## src/rtl/ro_capture_ctrl.sv

```systemverilog
// Capture sequencer for the dual ring-oscillator entropy buffer: warms up the
// oscillators, waits for the shift register to fill, then hands out bytes.
module ro_capture_ctrl #(
  parameter int WARMUP_CYCLES = 16,
  parameter int FILL_CYCLES   = 66,
  parameter int SEL_LAT       = 2,
  parameter int GAP_CYCLES    = 8,
  parameter int NUM_BYTES     = 8,
  parameter int CNT_W         = 8
) (
  input  logic       clk,
  input  logic       rst_n,
  input  logic       start,
  input  logic       abort,
  input  logic [7:0] trng_byte_in,
  input  logic       byte_ready,
  output logic       ro_activate_1,
  output logic       ro_activate_2,
  output logic [2:0] out_sel,
  output logic [7:0] byte_out,
  output logic       byte_valid,
  output logic       busy,
  output logic       done
);

  typedef enum logic [2:0] {
    S_IDLE, S_WARMUP, S_FILL, S_SELECT, S_HOLD, S_GAP, S_DONE
  } state_e;

  localparam logic [CNT_W-1:0] WARM_LD = CNT_W'(WARMUP_CYCLES - 1);
  localparam logic [CNT_W-1:0] FILL_LD = CNT_W'(FILL_CYCLES - 1);
  localparam logic [CNT_W-1:0] SEL_LD  = CNT_W'(SEL_LAT - 1);
  localparam logic [CNT_W-1:0] GAP_LD  = CNT_W'(GAP_CYCLES - 1);
  localparam logic [7:0]       LAST_IX = 8'(NUM_BYTES - 1);

  state_e           state_q, state_d;
  logic [CNT_W-1:0] cnt_q, cnt_d;
  logic [7:0]       idx_q, idx_d;
  logic [2:0]       sel_q, sel_d;
  logic [7:0]       byte_q, byte_d;
  logic             vld_q, vld_d;
  logic             ro_q, ro_d;
  logic             busy_q, busy_d;
  logic             done_q, done_d;
  logic             running;

  // Status outputs follow the state one cycle later, so they drop together
  // with the done pulse when the run closes.
  assign running = (state_q == S_WARMUP) || (state_q == S_FILL) ||
                   (state_q == S_SELECT) || (state_q == S_HOLD) ||
                   (state_q == S_GAP);

  always_comb begin
    state_d = state_q;
    cnt_d   = cnt_q;
    idx_d   = idx_q;
    sel_d   = sel_q;
    byte_d  = byte_q;
    vld_d   = vld_q;
    ro_d    = !abort && running;
    busy_d  = !abort && running;
    done_d  = !abort && (state_q == S_DONE);
    if (abort) begin
      state_d = S_IDLE;
      cnt_d   = '0;
      vld_d   = 1'b0;
      if (state_q != S_IDLE) sel_d = '0;
    end else begin
      unique case (state_q)
        S_IDLE: if (start) begin
          state_d = S_WARMUP;
          cnt_d   = WARM_LD;
          sel_d   = '0;
          idx_d   = '0;
        end
        S_WARMUP: begin
          if (cnt_q == '0) begin
            state_d = S_FILL;
            cnt_d   = FILL_LD;
          end else cnt_d = cnt_q - 1'b1;
        end
        S_FILL: begin
          if (cnt_q == '0) begin
            state_d = S_SELECT;
            cnt_d   = SEL_LD;
          end else cnt_d = cnt_q - 1'b1;
        end
        S_SELECT: begin
          if (cnt_q == '0) begin
            state_d = S_HOLD;
            byte_d  = trng_byte_in;
            vld_d   = 1'b1;
          end else cnt_d = cnt_q - 1'b1;
        end
        S_HOLD: if (byte_ready) begin
          vld_d = 1'b0;
          idx_d = idx_q + 8'd1;
          if (idx_q == LAST_IX) state_d = S_DONE;
          else begin
            sel_d   = sel_q + 3'd1;
            state_d = S_GAP;
            cnt_d   = GAP_LD;
          end
        end
        S_GAP: begin
          if (cnt_q == '0) begin
            state_d = S_SELECT;
            cnt_d   = SEL_LD;
          end else cnt_d = cnt_q - 1'b1;
        end
        S_DONE:  state_d = S_IDLE;
        default: state_d = S_IDLE;
      endcase
    end
  end

  always_ff @(posedge clk or negedge rst_n) begin
    if (!rst_n) begin
      state_q <= S_IDLE;
      cnt_q   <= '0;
      idx_q   <= '0;
      sel_q   <= '0;
      byte_q  <= '0;
      vld_q   <= 1'b0;
      ro_q    <= 1'b0;
      busy_q  <= 1'b0;
      done_q  <= 1'b0;
    end else begin
      state_q <= state_d;
      cnt_q   <= cnt_d;
      idx_q   <= idx_d;
      sel_q   <= sel_d;
      byte_q  <= byte_d;
      vld_q   <= vld_d;
      ro_q    <= ro_d;
      busy_q  <= busy_d;
      done_q  <= done_d;
    end
  end

  assign ro_activate_1 = ro_q;
  assign ro_activate_2 = ro_q;
  assign out_sel       = sel_q;
  assign byte_out      = byte_q;
  assign byte_valid    = vld_q;
  assign busy          = busy_q;
  assign done          = done_q;

endmodule

```

## config.mk

```make
export PLATFORM = sky130hd
export DESIGN_NAME = ro_capture_ctrl
export DESIGN_NICKNAME = d
export VERILOG_FILES = /design/src/rtl/ro_capture_ctrl.sv
export SDC_FILE = /design/constraint.sdc
export NUM_CORES = 1
export LEC_CHECK = 0
export CELL_PAD_IN_SITES_DETAIL_PLACEMENT = 0
export CELL_PAD_IN_SITES_GLOBAL_PLACEMENT = 1
export CORE_MARGIN = 2
export CORE_UTILIZATION = 41
export DETAILED_ROUTE_END_ITERATION = 16
export GPL_ROUTABILITY_DRIVEN = 0
export PLACE_DENSITY_LB_ADDON = 0.1
export SYNTH_ARGS = -nofsm -noshare
export SYNTH_HDL_FRONTEND = slang
export SYNTH_SLANG_ARGS = --single-unit
export TNS_END_PERCENT = 10
```

## constraint.sdc

```tcl
create_clock -name clk -period 2.4 [get_ports clk]
set_clock_uncertainty 0.05 [all_clocks]
set_input_delay 0.6 -clock clk [delete_from_list [all_inputs] [get_ports clk]]
set_output_delay 0.6 -clock clk [all_outputs]
set_load 0.02 [all_outputs]
```

==> impl_metrics.env, run 1 <==
export IMPL_cts_tree="yes"
export IMPL_grtUsageTotal=0.194
export IMPL_dp_cells=280
export IMPL_cts_buffers=5
export IMPL_timing_rr_end="state_q[1]$_DFFE_PN0P_"
export IMPL_ant_nets=0
export IMPL_hold_buffers=0
export IMPL_synth_edf_count=0
export IMPL_post_cts_setup_buffers=0
export IMPL_cp_slowest_cell="or4_4"
export IMPL_vdd_drop_max_mv=0.464
export IMPL_synthTopCellsByArea="dfrtp_1, mux2_2, xor2_1"
export IMPL_leakagePower_uw=0.00109
export IMPL_synth_distinct_cells=53
export IMPL_gr_total_overflow=0
export IMPL_fmax_mhz=451
export IMPL_finalMaxSlewViolations=0
export IMPL_worstPathRequired_ns=2.50
export IMPL_insertion_delay_ns=0.28
export IMPL_power_per_cell_area_nw_per_um2=1070
export IMPL_p_total_uw=2580
export IMPL_hold_violations=0
export IMPL_path_buf_inv=1
export IMPL_synthArstFlopShare=1.00
export IMPL_cap_violations=0
export IMPL_core_sq_um=4380
export IMPL_synth_area_per_cell_sq_um=9.86
export IMPL_grt_pass1_vias=1645
export IMPL_fp_dieH_microns=71.6
export IMPL_syn2layout_area_growth_pct=29.2
export IMPL_setup_viol=0
export IMPL_reg2reg_slack_ns=0.18
export IMPL_cts_htree_levels=2
export IMPL_crit_start="cnt_q[5]$_DFFE_PN0P_"
export IMPL_switching_share=0.406
export IMPL_cp_depth=6
export IMPL_yosysWarnings=0
export IMPL_root_buffer="clkbuf_8"
export IMPL_grt_pass1_wl_microns=7760
export IMPL_p_comb_frac=0.485
export IMPL_viasPerCell=5.76
export IMPL_hpwl_microns=3310
export IMPL_final_layout_size_suffix_gt1_frac=0.195
export IMPL_setup_tns_ns=0
export IMPL_hp_class="reg2reg"
export IMPL_crit_end="state_q[1]$_DFFE_PN0P_"
export IMPL_final_cells=288
export IMPL_die_w_microns=71.6
export IMPL_crit_path_max_incr_delay_ns=0.60
export IMPL_die_area_sq_um=5130
export IMPL_antenna_found_initial=0
export IMPL_vias=1659
export IMPL_worstSetupPathType="reg2reg"
export IMPL_switchingPower_uw=1050
export IMPL_clk_pin_slew_ns=0.07
export IMPL_fin_crit_ns=2.22
export IMPL_period_share=0.923
export IMPL_fillers=393
export IMPL_drt_total_wl_microns=4510
export IMPL_worst_path_max_fanout=6
export IMPL_pwr_share_clk=0.179
export IMPL_ctsResizeCount=0
export IMPL_synth_seq_cells=33
export IMPL_worstSetupEndpointType="flop"
export IMPL_n_antenna_cell=0
export IMPL_pre_cts_slack_ns=0.0135
export IMPL_syn_inst=190
export IMPL_intPower_uw=1540
export IMPL_routedWlPerCell_microns=15.6
export IMPL_rsz0062_at_grt="no"
export IMPL_yosysTopAreaCellShare=0.441
export IMPL_crit_family="compound AO/OA/AOI/OAI gates"
export IMPL_clk_path_buf_depth=2
export IMPL_std_cell_rows=24
export IMPL_ioPinCount=29
export IMPL_clock_sinks=33
export IMPL_drtIter0Drc=113
export IMPL_yosysTopAreaCell="dfrtp_1"
export IMPL_startpoint_type="flop"
export IMPL_synth_fp_nets=207
export IMPL_cp_cell_sequence="or4_4 > o311ai_4 > o211ai_4 > buf_4 > o21ai_0 > o41ai_2"
export IMPL_fin_nets=252
export IMPL_status="complete, no violations"
export IMPL_worstRegToRegCells=6
export IMPL_drc=0
export IMPL_initial_utilization=0.428
export IMPL_worstMarginPinSlew_ns=0.536
export IMPL_maxSlewHeadroom=0.643
export IMPL_r2r_start="cnt_q[5]$_DFFE_PN0P_"
export IMPL_final_core_util=0.553
export IMPL_port_buffers=28
export IMPL_cp_arrival_ns=2.32
export IMPL_synthFlopType="dfrtp_1"
export IMPL_dr_pass1_iters=4
export IMPL_syn_area_sq_um=1870
export IMPL_seqPwrFrac=0.337
export IMPL_yosysSeqAreaShare=0.441
export IMPL_grt_max_degree=34
export IMPL_setup_ws_ns=0.184
-- cell families after synthesis --
logic type                 synth area share
and+or+nand+nor                       0.185
AOI/OAI and AO/OA                     0.192
DFF                                   0.441
buffers and inverters                0.0481
muxes                                0.0654
xor gates and xnor gates             0.0374
adders and majority gates            0.0320
-- worst min-delay path by stage --
stage / from / to / slack (ns) / cells past startpoint
after floorplan: rst_n / busy$_DFF_PN0_ / 0.25 / 0
after global routing: byte_out[4]$_DFFE_PN0P_ / byte_out[4]$_DFFE_PN0P_ / 0.49 / 1
after CTS: out_sel[2]$_DFFE_PN0P_ / out_sel[2]$_DFFE_PN0P_ / 0.45 / 1
after detailed placement: out_sel[2]$_DFFE_PN0P_ / out_sel[2]$_DFFE_PN0P_ / 0.43 / 1
final: out_sel[2]$_DFFE_PN0P_ / out_sel[2]$_DFFE_PN0P_ / 0.44 / 1
after global placement: out_sel[2]$_DFFE_PN0P_ / out_sel[2]$_DFFE_PN0P_ / 0.43 / 1
-- Yosys cell counts (all sizes together) (2+ instances only) --
master,n
dfrtp,33
nor2,16
inv,11
nand2,11
a21oi,10
mux2,10
o21ai,10
nor3,8
nand3,7
xor2,7
buf,5
clkbuf,5
nor4,5
a22o,4
ha,4
nand4,4
a31oi,3
o211ai,3
or3,3
or4,3
a211o,2
nand2b,2
o22ai,2
o31ai,2
o41ai,2
-- area by class of cell --
class	instances	area, sq um	share of cell area
tap	52	65.1	0.0269
inverter	11	41.3	0.0170
timing repair buffer	48	430	0.178
multi-input combinational	136	958	0.396
sequential	33	826	0.341
clock buffer	7	96.3	0.0398
clock inverter	1	5.00	0.00207
-- flip-flops by register name (all words and copies together) (netlist names) --
name        cells
byte_out        8
cnt_q           8
idx_q           8
out_sel         3
state_q         3
busy            1
byte_valid      1
done            1
-- per-layer routing --
| layer | vias up | wire length, microns | share of wire | global-route usage |
|---|---|---|---|---|
| met3 | 9 | 235 | 0.052 | 0.0506 |
| li1 | 791 | - | - | - |
| met2 | 47 | 2180 | 0.48 | 0.323 |
| met5 | - | 0 | 0 | 0 |
| met1 | 812 | 1990 | 0.44 | 0.239 |
| met4 | 0 | 97 | 0.022 | 0.0797 |
-- cells in the final DEF, fill, tap and decap left out, types with 2 or more instances in the layout --
cell / netlist / final
nand2b_1: 2 / 2
xor2_1: 7 / 7
ha_1: 4 / 4
nor4_1: 4 / 4
mux2_2: 9 / 9
a211o_1: 2 / 2
buf_4: 2 / 20
o31ai_1: 2 / 2
nor2_1: 15 / 15
or4_1: 2 / 2
nand2_1: 11 / 11
inv_1: 11 / 11
o21ai_0: 9 / 9
clkbuf_8: 0 / 7
nand3_1: 7 / 7
o22ai_1: 2 / 2
or3_1: 2 / 2
nand4_1: 4 / 4
a21oi_1: 10 / 10
clkdlybuf4s50_1: 0 / 28
nor3_1: 8 / 8
a22o_1: 4 / 4
a31oi_1: 3 / 3
dfrtp_1: 33 / 33
-- through the flow --
stage / hold slack (ns) / area [sq um]
3_5_place_dp: 0.432 / 2320
2_1_floorplan: 0.254 / 1870
3_3_place_gp: 0.433 / 2320
6_report: 0.444 / 2420
4_1_cts: 0.449 / 2420
5_1_grt: 0.487 / 2420
-- power groups by stage --
| stage | clock [uW] | sequential [uW] | combinational (uW) |
|---|---|---|---|
| finish | 461 | 869 | 1250 |
| global placement | 0 | 865 | 1220 |
| detailed placement | 0 | 875 | 1240 |
| CTS | 473 | 865 | 1250 |
| global route | 500 | 891 | 1360 |
| floorplan | 0 | 848 | 842 |
Note: power is estimated with default switching activity, not from simulation.
==> run 2: changes to the inputs <==
- CORE_UTILIZATION: 41 -> 40
==> run 2 against run 1 <==
Total power is 3.5% lower. Die area rose by 2.4%. Largest cell class unchanged. Sequential share of layout area up 0.39 points. Sequential cell count unchanged. Via count fell by 1.0%. Critical path depth is the same. Count of clock-buffer cells in the layout fell by 2. Maximum frequency is 1.4% higher. Worst setup slack improved by 0.030 ns. Non-clock buffer count unchanged. Worst hold slack worse by 0.0041 ns.
==> impl_metrics.env, run 2 (synthesis gave the netlist of run 1 again) <==
export IMPL_fmax_mhz=458
export IMPL_power_per_cell_area_nw_per_um2=1040
export IMPL_viasPerCell=5.74
export IMPL_drt_total_wl_microns=4490
export IMPL_std_cell_rows=24
export IMPL_pwr_share_clk=0.149
export IMPL_clock_sinks=33
export IMPL_worst_path_max_fanout=6
export IMPL_startpoint_type="flop"
export IMPL_die_w_microns=72.5
export IMPL_n_antenna_cell=0
export IMPL_hold_buffers=0
export IMPL_worstRegToRegCells=6
export IMPL_mostFrequentLayoutCells="dfrtp_1, clkdlybuf4s50_1, buf_4, nor2_1"
export IMPL_insertion_delay_ns=0.28
export IMPL_fin_area_sq_um=2390
export IMPL_cts_buffers=5
export IMPL_worstMarginPinSlew_ns=0.444
export IMPL_leakagePower_uw=0.00108
export IMPL_final_common_cell="dfrtp_1"
export IMPL_grt_max_degree=34
export IMPL_worstSetupPathType="reg2reg"
export IMPL_dp_cells=280
export IMPL_finalMaxSlewViolations=0
export IMPL_cp_slowest_cell="or4_4"
export IMPL_switching_share=0.408
export IMPL_intPower_uw=1480
export IMPL_clk_pin_slew_ns=0.07
export IMPL_hp_class="reg2reg"
export IMPL_crit_start="cnt_q[5]$_DFFE_PN0P_"
export IMPL_hpwl_microns=3310
export IMPL_drc=0
export IMPL_setup_viol=0
export IMPL_grtUsageTotal=0.189
export IMPL_fillers=400
export IMPL_die_area_sq_um=5250
export IMPL_ioPinCount=29
export IMPL_place_area_sq_um=2320
export IMPL_cp_depth=6
export IMPL_final_cells=286
export IMPL_initial_utilization=0.422
export IMPL_hold_violations=0
export IMPL_crit_family="compound AO/OA/AOI/OAI gates"
export IMPL_setup_tns_ns=0
export IMPL_cp_cell_sequence="or4_4 > o311ai_4 > o211ai_4 > buf_4 > o21ai_0 > o41ai_2"
export IMPL_syn2layout_area_growth_pct=27.8
export IMPL_p_comb_frac=0.511
export IMPL_timing_rr_end="state_q[1]$_DFFE_PN0P_"
export IMPL_r2r_start="cnt_q[5]$_DFFE_PN0P_"
export IMPL_worstSetupEndpointType="flop"
export IMPL_fp_dieH_microns=72.5
export IMPL_status="complete, no violations"
export IMPL_reg2reg_slack_ns=0.21
export IMPL_port_buffers=28
export IMPL_ctsResizeCount=0
export IMPL_path_buf_inv=1
export IMPL_fin_crit_ns=2.19
export IMPL_period_share=0.911
export IMPL_rsz0062_at_grt="no"
export IMPL_grt_pass1_wl_microns=7780
export IMPL_final_layout_size_suffix_gt1_frac=0.188
export IMPL_antenna_found_initial=0
export IMPL_root_buffer="clkbuf_8"
export IMPL_clk_path_buf_depth=2
export IMPL_grt_pass1_vias=1665
export IMPL_gr_total_overflow=0
export IMPL_drtIter0Drc=92
export IMPL_cts_htree_levels=2
export IMPL_multiInputGateArea_sq_um=958
export IMPL_ant_nets=0
export IMPL_seqPwrFrac=0.340
export IMPL_maxSlewHeadroom=0.704
export IMPL_post_cts_setup_buffers=0
export IMPL_cts_tree="yes"
export IMPL_fin_nets=252
export IMPL_dr_pass1_iters=4
export IMPL_vias=1642
export IMPL_core_sq_um=4440
export IMPL_crit_path_max_incr_delay_ns=0.60
export IMPL_vdd_drop_max_mv=0.542
export IMPL_hp_start="out_sel[2]$_DFFE_PN0P_"
export IMPL_worstPathRequired_ns=2.49
export IMPL_layout_area_seq_sq_um=826
export IMPL_cp_arrival_ns=2.28
export IMPL_cap_violations=0
export IMPL_routedWlPerCell_microns=15.7
export IMPL_switchingPower_uw=1020
export IMPL_crit_end="state_q[1]$_DFFE_PN0P_"
run 2: changes by cell type in the layout (fill, tap and decap cells not counted):
cell | before | now
clkbuf_8 | 7 | 5
run 2: layout make-up:
cell class                 instances  share of cell area
multi-input combinational        136               0.400
clock buffer                       5              0.0287
tap                               52              0.0272
sequential                        33               0.345
timing repair buffer              48               0.180
inverter                          11              0.0172
clock inverter                     1             0.00209
run 2: per-layer routing:
metal | up-vias | track usage | routed length (microns)
met5 | - | 0 | 0
met4 | 0 | 0.0720 | 62
met3 | 8 | 0.0444 | 229
met2 | 51 | 0.305 | 2150
met1 | 798 | 0.248 | 2040
li1 | 785 | - | -
run 2: per-stage QoR:
stage	hold slack [ns]	setup WS, ns	total power [uW]	utilization
2_1_floorplan	0.254	0.390	1690	-
3_3_place_gp	0.436	0.0246	2100	0.522
3_5_place_dp	0.433	0.0131	2120	0.522
4_1_cts	0.450	0.221	2510	0.539
5_1_grt	0.464	0.0942	2680	0.539
6_report	0.440	0.214	2490	0.539
run 2: power groups by stage:
stage               clock (uW)  sequential (uW)  combinational, uW
floorplan                    0              848                842
CTS                        389              844               1270
global route               412              871               1400
finish                     371              847               1270
detailed placement           0              854               1260
global placement             0              847               1260
run 2: worst min path at each step:
stage | to | slack, ns | cells after the start
after global placement | out_sel[2]$_DFFE_PN0P_ | 0.44 | 1
after CTS | out_sel[2]$_DFFE_PN0P_ | 0.45 | 1
final | out_sel[2]$_DFFE_PN0P_ | 0.44 | 1
after floorplan | busy$_DFF_PN0_ | 0.25 | 0
after global routing | out_sel[2]$_DFFE_PN0P_ | 0.46 | 1
after detailed placement | out_sel[2]$_DFFE_PN0P_ | 0.43 | 1
